$ cat config.mk
export PLATFORM = sky130hd
export DESIGN_NAME = multicycle_control
export DESIGN_NICKNAME = d
export VERILOG_FILES = /design/src/rtl/multicycle_control.sv
export SDC_FILE = /design/constraint.sdc
export NUM_CORES = 1
export LEC_CHECK = 0
export CORE_MARGIN = 1
export CORE_UTILIZATION = 46
export CTS_BUF_LIST = sky130_fd_sc_hd__clkbuf_8
export DETAILED_ROUTE_END_ITERATION = 10
export PLACE_DENSITY = 0.89
export SLEW_MARGIN = 20
export SYNTH_ARGS = -nofsm -noshare
export SYNTH_HDL_FRONTEND = slang
export SYNTH_SLANG_ARGS = --single-unit
export TNS_END_PERCENT = 5
$ cat constraint.sdc
create_clock -name clk -period 1.7 [get_ports clk]
set_input_delay 0.34 -clock clk [delete_from_list [all_inputs] [get_ports clk]]
set_output_delay 0.34 -clock clk [all_outputs]
set_load 0.02 [all_outputs]
$ cat src/rtl/multicycle_control.sv
// Multi-cycle main control FSM for the shared-memory / shared-ALU datapath.
// Moore outputs from state and latched opcode; pc_en also looks at zero and mem_ready.
module multicycle_control #(
  parameter int OP_W     = 6,
  parameter int DEC_BITS = 4,
  parameter int MEM_TO   = 15
) (
  input  logic            clk,
  input  logic            rst,
  input  logic [OP_W-1:0] OPcode,
  input  logic            zero,
  input  logic            mem_ready,
  output logic            Reg_Dst,
  output logic            Reg_w,
  output logic [1:0]      ALU_OP,
  output logic            ALU_src_a,
  output logic [1:0]      ALU_src_b,
  output logic            Mem_r,
  output logic            Mem_w,
  output logic            Mem_to_reg,
  output logic            IorD,
  output logic            ir_w,
  output logic            pc_en,
  output logic [1:0]      pc_src,
  output logic            trap,
  output logic [3:0]      state
);

  localparam int CNT_W = (MEM_TO < 1) ? 1 : $clog2(MEM_TO + 1);
  localparam logic [CNT_W-1:0] WAIT_LIMIT = CNT_W'(MEM_TO);

  localparam logic [DEC_BITS-1:0] OP_RTYPE = DEC_BITS'(4'h0);
  localparam logic [DEC_BITS-1:0] OP_ADDI  = DEC_BITS'(4'h9);
  localparam logic [DEC_BITS-1:0] OP_ORI   = DEC_BITS'(4'hD);
  localparam logic [DEC_BITS-1:0] OP_LW    = DEC_BITS'(4'h3);
  localparam logic [DEC_BITS-1:0] OP_SW    = DEC_BITS'(4'hB);
  localparam logic [DEC_BITS-1:0] OP_BEQ   = DEC_BITS'(4'h4);
  localparam logic [DEC_BITS-1:0] OP_J     = DEC_BITS'(4'h2);

  typedef enum logic [3:0] {
    S_FETCH  = 4'd0,
    S_DECODE = 4'd1,
    S_EXEC_R = 4'd2,
    S_EXEC_I = 4'd3,
    S_BRANCH = 4'd4,
    S_JUMP   = 4'd5,
    S_MEM    = 4'd6,
    S_WB     = 4'd7,
    S_TRAP   = 4'd8
  } state_t;

  generate
    if (DEC_BITS > OP_W || DEC_BITS < 4) begin : g_bad_dec_bits
      $error("multicycle_control: DEC_BITS must be within [4, OP_W]");
    end
    if (MEM_TO < 1) begin : g_bad_mem_to
      $error("multicycle_control: MEM_TO must be at least 1");
    end
    // Upper opcode bits are deliberately ignored by the decoder.
    if (OP_W > DEC_BITS) begin : g_unused_hi
      logic unused_op_hi;
      assign unused_op_hi = ^OPcode[OP_W-1:DEC_BITS];
    end
  endgenerate

  state_t              state_reg;
  state_t              state_next;
  logic [DEC_BITS-1:0] op_q;
  logic [DEC_BITS-1:0] dec_op;
  logic [CNT_W-1:0]    wait_cnt_reg;
  logic [CNT_W-1:0]    wait_cnt_next;
  logic                timeout;
  logic                op_is_lw;
  logic                op_is_sw;

  assign dec_op   = OPcode[DEC_BITS-1:0];
  assign op_is_lw = (op_q == OP_LW);
  assign op_is_sw = (op_q == OP_SW);
  assign timeout  = (wait_cnt_reg == WAIT_LIMIT) && !mem_ready;
  assign state    = state_reg;

  always_ff @(posedge clk or posedge rst) begin
    if (rst) begin
      state_reg    <= S_FETCH;
      op_q         <= '0;
      wait_cnt_reg <= '0;
    end else begin
      state_reg    <= state_next;
      wait_cnt_reg <= wait_cnt_next;
      if (state_reg == S_DECODE) begin
        op_q <= dec_op;
      end
    end
  end

  // Counter only runs while parked in a memory-wait state; leaving the state restarts it.
  always_comb begin
    wait_cnt_next = '0;
    if (state_next == state_reg && !mem_ready &&
        (state_reg == S_FETCH || state_reg == S_MEM)) begin
      wait_cnt_next = wait_cnt_reg + CNT_W'(1);
    end
  end

  always_comb begin
    state_next = state_reg;
    Reg_Dst    = 1'b0;
    Reg_w      = 1'b0;
    ALU_OP     = 2'b00;
    ALU_src_a  = 1'b0;
    ALU_src_b  = 2'b00;
    Mem_r      = 1'b0;
    Mem_w      = 1'b0;
    Mem_to_reg = 1'b0;
    IorD       = 1'b0;
    ir_w       = 1'b0;
    pc_en      = 1'b0;
    pc_src     = 2'b00;
    trap       = 1'b0;

    case (state_reg)
      S_FETCH: begin
        Mem_r     = 1'b1;
        ALU_src_b = 2'b01;
        if (mem_ready) begin
          // Loads are held off while reset is asserted so nothing is captured.
          ir_w       = !rst;
          pc_en      = !rst;
          state_next = S_DECODE;
        end else if (timeout) begin
          state_next = S_TRAP;
        end
      end

      S_DECODE: begin
        ALU_src_b = 2'b11;
        case (dec_op)
          OP_RTYPE:                      state_next = S_EXEC_R;
          OP_ADDI, OP_ORI, OP_LW, OP_SW: state_next = S_EXEC_I;
          OP_BEQ:                        state_next = S_BRANCH;
          OP_J:                          state_next = S_JUMP;
          default:                       state_next = S_TRAP;
        endcase
      end

      S_EXEC_R: begin
        ALU_src_a  = 1'b1;
        ALU_OP     = 2'b11;
        state_next = S_WB;
      end

      S_EXEC_I: begin
        ALU_src_a  = 1'b1;
        ALU_src_b  = 2'b10;
        ALU_OP     = (op_q == OP_ORI) ? 2'b10 : 2'b00;
        state_next = (op_is_lw || op_is_sw) ? S_MEM : S_WB;
      end

      S_BRANCH: begin
        ALU_src_a  = 1'b1;
        ALU_OP     = 2'b01;
        pc_src     = 2'b01;
        pc_en      = zero;
        state_next = S_FETCH;
      end

      S_JUMP: begin
        pc_src     = 2'b10;
        pc_en      = 1'b1;
        state_next = S_FETCH;
      end

      S_MEM: begin
        IorD  = 1'b1;
        Mem_r = op_is_lw;
        Mem_w = op_is_sw;
        if (mem_ready) begin
          state_next = op_is_lw ? S_WB : S_FETCH;
        end else if (timeout) begin
          state_next = S_TRAP;
        end
      end

      S_WB: begin
        Reg_w      = 1'b1;
        Reg_Dst    = (op_q == OP_RTYPE);
        Mem_to_reg = op_is_lw;
        state_next = S_FETCH;
      end

      S_TRAP: begin
        trap       = 1'b1;
        state_next = S_TRAP;
      end

      default: begin
        state_next = S_TRAP;
      end
    endcase
  end

endmodule

### Word level (Yosys, flattened, before mapping)

Index checks and enable logic that the tools add are counted.

* logic and storage cells: 59
* bits in registers: 12
* input port bits: 10
* output and inout port bits: 20

* mux-type cells: 23
* equality and inequality tests: 19
* reductions and logical operators: 13
* add/subtract/negate cells: 1

Operators by type and width (count)
* == test 4 bit, second input constant: 7
* case mux 4 bit (6 select lines): 1
* == test 4 x 2 -> 1 bit, second input constant: 5
* == test 4 x 3 -> 1 bit, second input constant: 5
* 2-to-1 mux 4 bit: 4
* case mux 4 bit (4 select lines): 1
* zero test 4 bit: 3
* case mux 2 bit (3 select lines): 2
* 2-to-1 mux 1 bit: 10
* OR reduction 3 bit: 2
* adder 4 x 1 -> 4 bit, second input constant: 1
* == test 4 x 1 -> 1 bit, second input constant: 1
* == test 4 bit: 1
* case mux 2 bit (2 select lines): 1
* OR reduction 4 bit: 1
* logical AND 1 bit: 3
* 2-to-1 mux 3 bit: 1
* case mux 1 bit (3 select lines): 1
* zero test 1 bit: 2
* logical OR 1 bit: 2
* 2-to-1 mux 2 bit: 1
* case mux 1 bit (2 select lines): 1

### Depth between registers and ports, before layout

* depth after elaboration: 9
* mapped depth: 5
* gate-level depth less buffers: 5

### Worst setup path after synthesis

No wires, ideal clock.

* path type: reg-to-output
* start point: reg state_reg[1], in the netlist state[1]
* end point: out pc_en
* arrival: 1.689 ns
* cell stages (with the launch flop): 6
* path slack: -0.329 ns
* buffers on the path: 1
* required time: 1.360 ns
* cell sequence: dfrtp_1 > buf_4 > nor2_1 > nand2_1 > nor3_1 > a211o_1

* word-level cells in the longest chain between the ends: 2
* elaborated cells between the ends (all ways): 4
* those cells by class: 2 x eq/ne; 1 x mux; 1 x reduce/logical

RTL lines
* start, declared: line 66 `state_t state_reg;`
* start signal, assigned: line 88 `state_reg <= state_next;`
* == test 4 x 3 -> 1 bit / zero test 4 bit (equally long branches): line 121 `case (state_reg)`
* case mux 1 bit (3 select lines) *: line 121
* end, declared: line 23 `output logic pc_en,`

Every way passes the cells marked *; elsewhere a longest branch is shown, timed or not.

### Worst setup path after layout

* start point: reg op_q[2]
* end point: out Reg_Dst

* word-level cells in the longest chain between the ends: 2

RTL lines
* start, declared: line 68 `logic [DEC_BITS-1:0] op_q;`
* start signal, assigned: line 91 `op_q <= dec_op;`
* zero test 4 bit: line 186 `Reg_Dst = (op_q == OP_RTYPE);`
* 2-to-1 mux 1 bit: line 121
* end, declared: line 13 `output logic Reg_Dst,`

No other way between the ends.

==> reports/metrics.cfg <==
[finish]
syn2layout_area_growth_pct = 64.7
final_common_cell = buf_4
num-nets-final = 160
fin_area_um2 = 1400
final_cells = 173
num_antenna_cells = 0
nFillCells = 97
layout_common_cells = 32 x buf_4, 9 x dfrtp_1, 7 x a21oi_1, 7 x clkdlybuf4s50_1
drive_gt1_frac = 0.520
final_util = 0.809

[critical_path]
start_kind = flop
r2r-start = state[3]
rrSetupSlack_ps = 10
ff2ff_path_depth = 4
cp-end-kind = output pin
rr_endpoint = op_q[3]
arrival_ps = 1470
worst-path-max-fanout = 4
required_ps = 1360
worst-setup-path-type = flop to output pin

[synth]
yosys_warnings = 0
syn_area_um2 = 848
synthCells = 93
ys_seq_area_frac = 0.354
syn_avg_cell_area_um2 = 9.12
syn_nets = 104
synth_seq_cells = 12
synth_cell_types = 36

[place]
dp.cells = 163
gp_congestion = 0.845
dpl_worst_slack_ps = -474
port_buffers = 27
hpwl_um = 1890
placed_cell_area_um2 = 1290

[pwr]
p_leak_nw = 0.685
finalPower_mw = 1.89
peakVddDrop_mv = 0.877
powerDensity_nw_per_um2 = 1350

[cts]
clock-root-buffer = clkbuf_8
htreeDepth = 1
clk_pin_slew_ps = 50
clk_latency_ps = 250
numCtsBuffers = 3
cts_tree = yes
clock_path_buffers = 2
ctsHoldBuffers = 0
clock-sinks = 12

[grt]
track_usage = 0.301
antenna_found_initial = 0
grt_pass1_wl_um = 4310
grt_max_degree = 13
globalRoute.totalOverflow = 0
grt_pass1_vias = 984

[timing]
relSlewSlack = 0.695
fmax_mhz = 553
layout_min_cycle_time_ps = 1810
post-route-period-util = 1.06
hold_viol = 0
setup_viol = 6
skew_ps = 4.42
rsz0062_at_grt = yes
drv_slew = 0
fin_ws_ps = -109
worst_pin_slew_ps = 456
hold_ws_ps = 457
tns_ps = -420

[floorplan]
ioPinCount = 30
num_rows = 15
die_x_um = 44.9
core_area_um2 = 1730
die_y_um = 44.9
start_util = 0.491
die-area_um2 = 2020

[job]
maxCapViolCount = 0

[routing]
initialDrtViolationCount = 24
drc_errors = 0
vias = 992
ant_nets = 0
vias_per_cell = 5.73
drt-pass1-iter-count = 4
wl_per_cell_um = 15.8
wirelength_um = 2740

[worst_hold_path]
hp-class = input port to asynchronous set/reset pin

[status]
violations = negative setup slack
outcome = finished, violations left

[Yosys cell counts]
cell	count	area, um^2
dfrtp_1	12	300
nand2_1	8	30.0
a21oi_1	7	35.0
nor3_1	7	35.0
inv_1	6	22.5
nor2_1	5	18.8
o21ai_0	5	25.0
mux2_2	4	45.0
nand3_1	3	15.0
xnor2_1	3	26.3
a211o_1	2	17.5
a211oi_1	2	15.0
a21o_1	2	15.0
buf_6	2	22.5
nand3b_1	2	15.0
nand4b_1	2	17.5
nor3b_1	2	15.0
a22oi_2	1	12.5
and2_1	1	6.26
and2b_2	1	8.76
and3_1	1	6.26
and4_1	1	8.76
and4bb_2	1	12.5
and4bb_4	1	16.3
buf_2	1	5.00
buf_4	1	7.51
clkbuf_1	1	3.75
ha_1	1	12.5
nor2b_1	1	6.26
nor4b_1	1	8.76
nor4b_4	1	23.8
o21ai_2	1	8.76
o221ai_1	1	8.76
o31ai_1	1	7.51
or2_2	1	6.26
or4_1	1	7.51
[critical path, cell delays in order, from the launching register on]
cell     delay (ps)
dfrtp_1         420
or4_4           550
nor2_2          120
buf_6           130
[worst max-delay path by stage]
stage / from / to / slack, ps
3_5_place_dp: mem_ready / pc_en / -470
2_1_floorplan: state[1] / pc_en / -120
6_report: op_q[2] / Reg_Dst / -110
4_1_cts: op_q[2] / Mem_r / -80
3_3_place_gp: mem_ready / pc_en / -450
5_1_grt: op_q[2] / Mem_r / -160
[kinds of logic (layout without fill, tap and decap cells)]
family | count (synthesis) | after routing | share of synthesized area
and+or+nand+nor | 40 | 40 | 0.304
AOI/OAI and AO/OA | 22 | 22 | 0.171
DFF | 12 | 12 | 0.354
buffers and inverters | 11 | 66 | 0.0723
muxes | 4 | 4 | 0.0531
xor gates and xnor gates | 3 | 3 | 0.0310
adders and majority gates | 1 | 1 | 0.0147
[per-layer routing]
layer,share of wire,up-vias,track usage
li1,-,454,-
met1,0.37,474,0.330
met2,0.52,47,0.522
met3,0.057,17,0.0680
met4,0.045,0,0.188
met5,0,-,0
[final cells by class]
class,instances,area [um^2],share of cell area
multi-input cells,70,543,0.389
clock buffers,4,55.1,0.0394
well taps,25,31.3,0.0224
inverters,6,22.5,0.0161
repair buffers,56,442,0.316
flip-flops and latches,12,304,0.218
[power breakdown]
group,internal (mW),total [mW],switching [mW]
Sequential,0.376,0.497,0.121
Combinational,0.546,1.08,0.531
Clock,0.205,0.315,0.110
Total,1.13,1.89,0.761
[timing repair]
| action | 4_1_cts | 5_1_grt |
|---|---|---|
| setup buffers | 5 | 1 |
| pin swaps | 3 | 1 |
| setup endpoints to repair | 20 | 14 |
| gates resized for setup | 82 | 18 |
| hold endpoints to repair | 0 | 0 |
No activity file was read; power rests on OpenSTA's default activity.
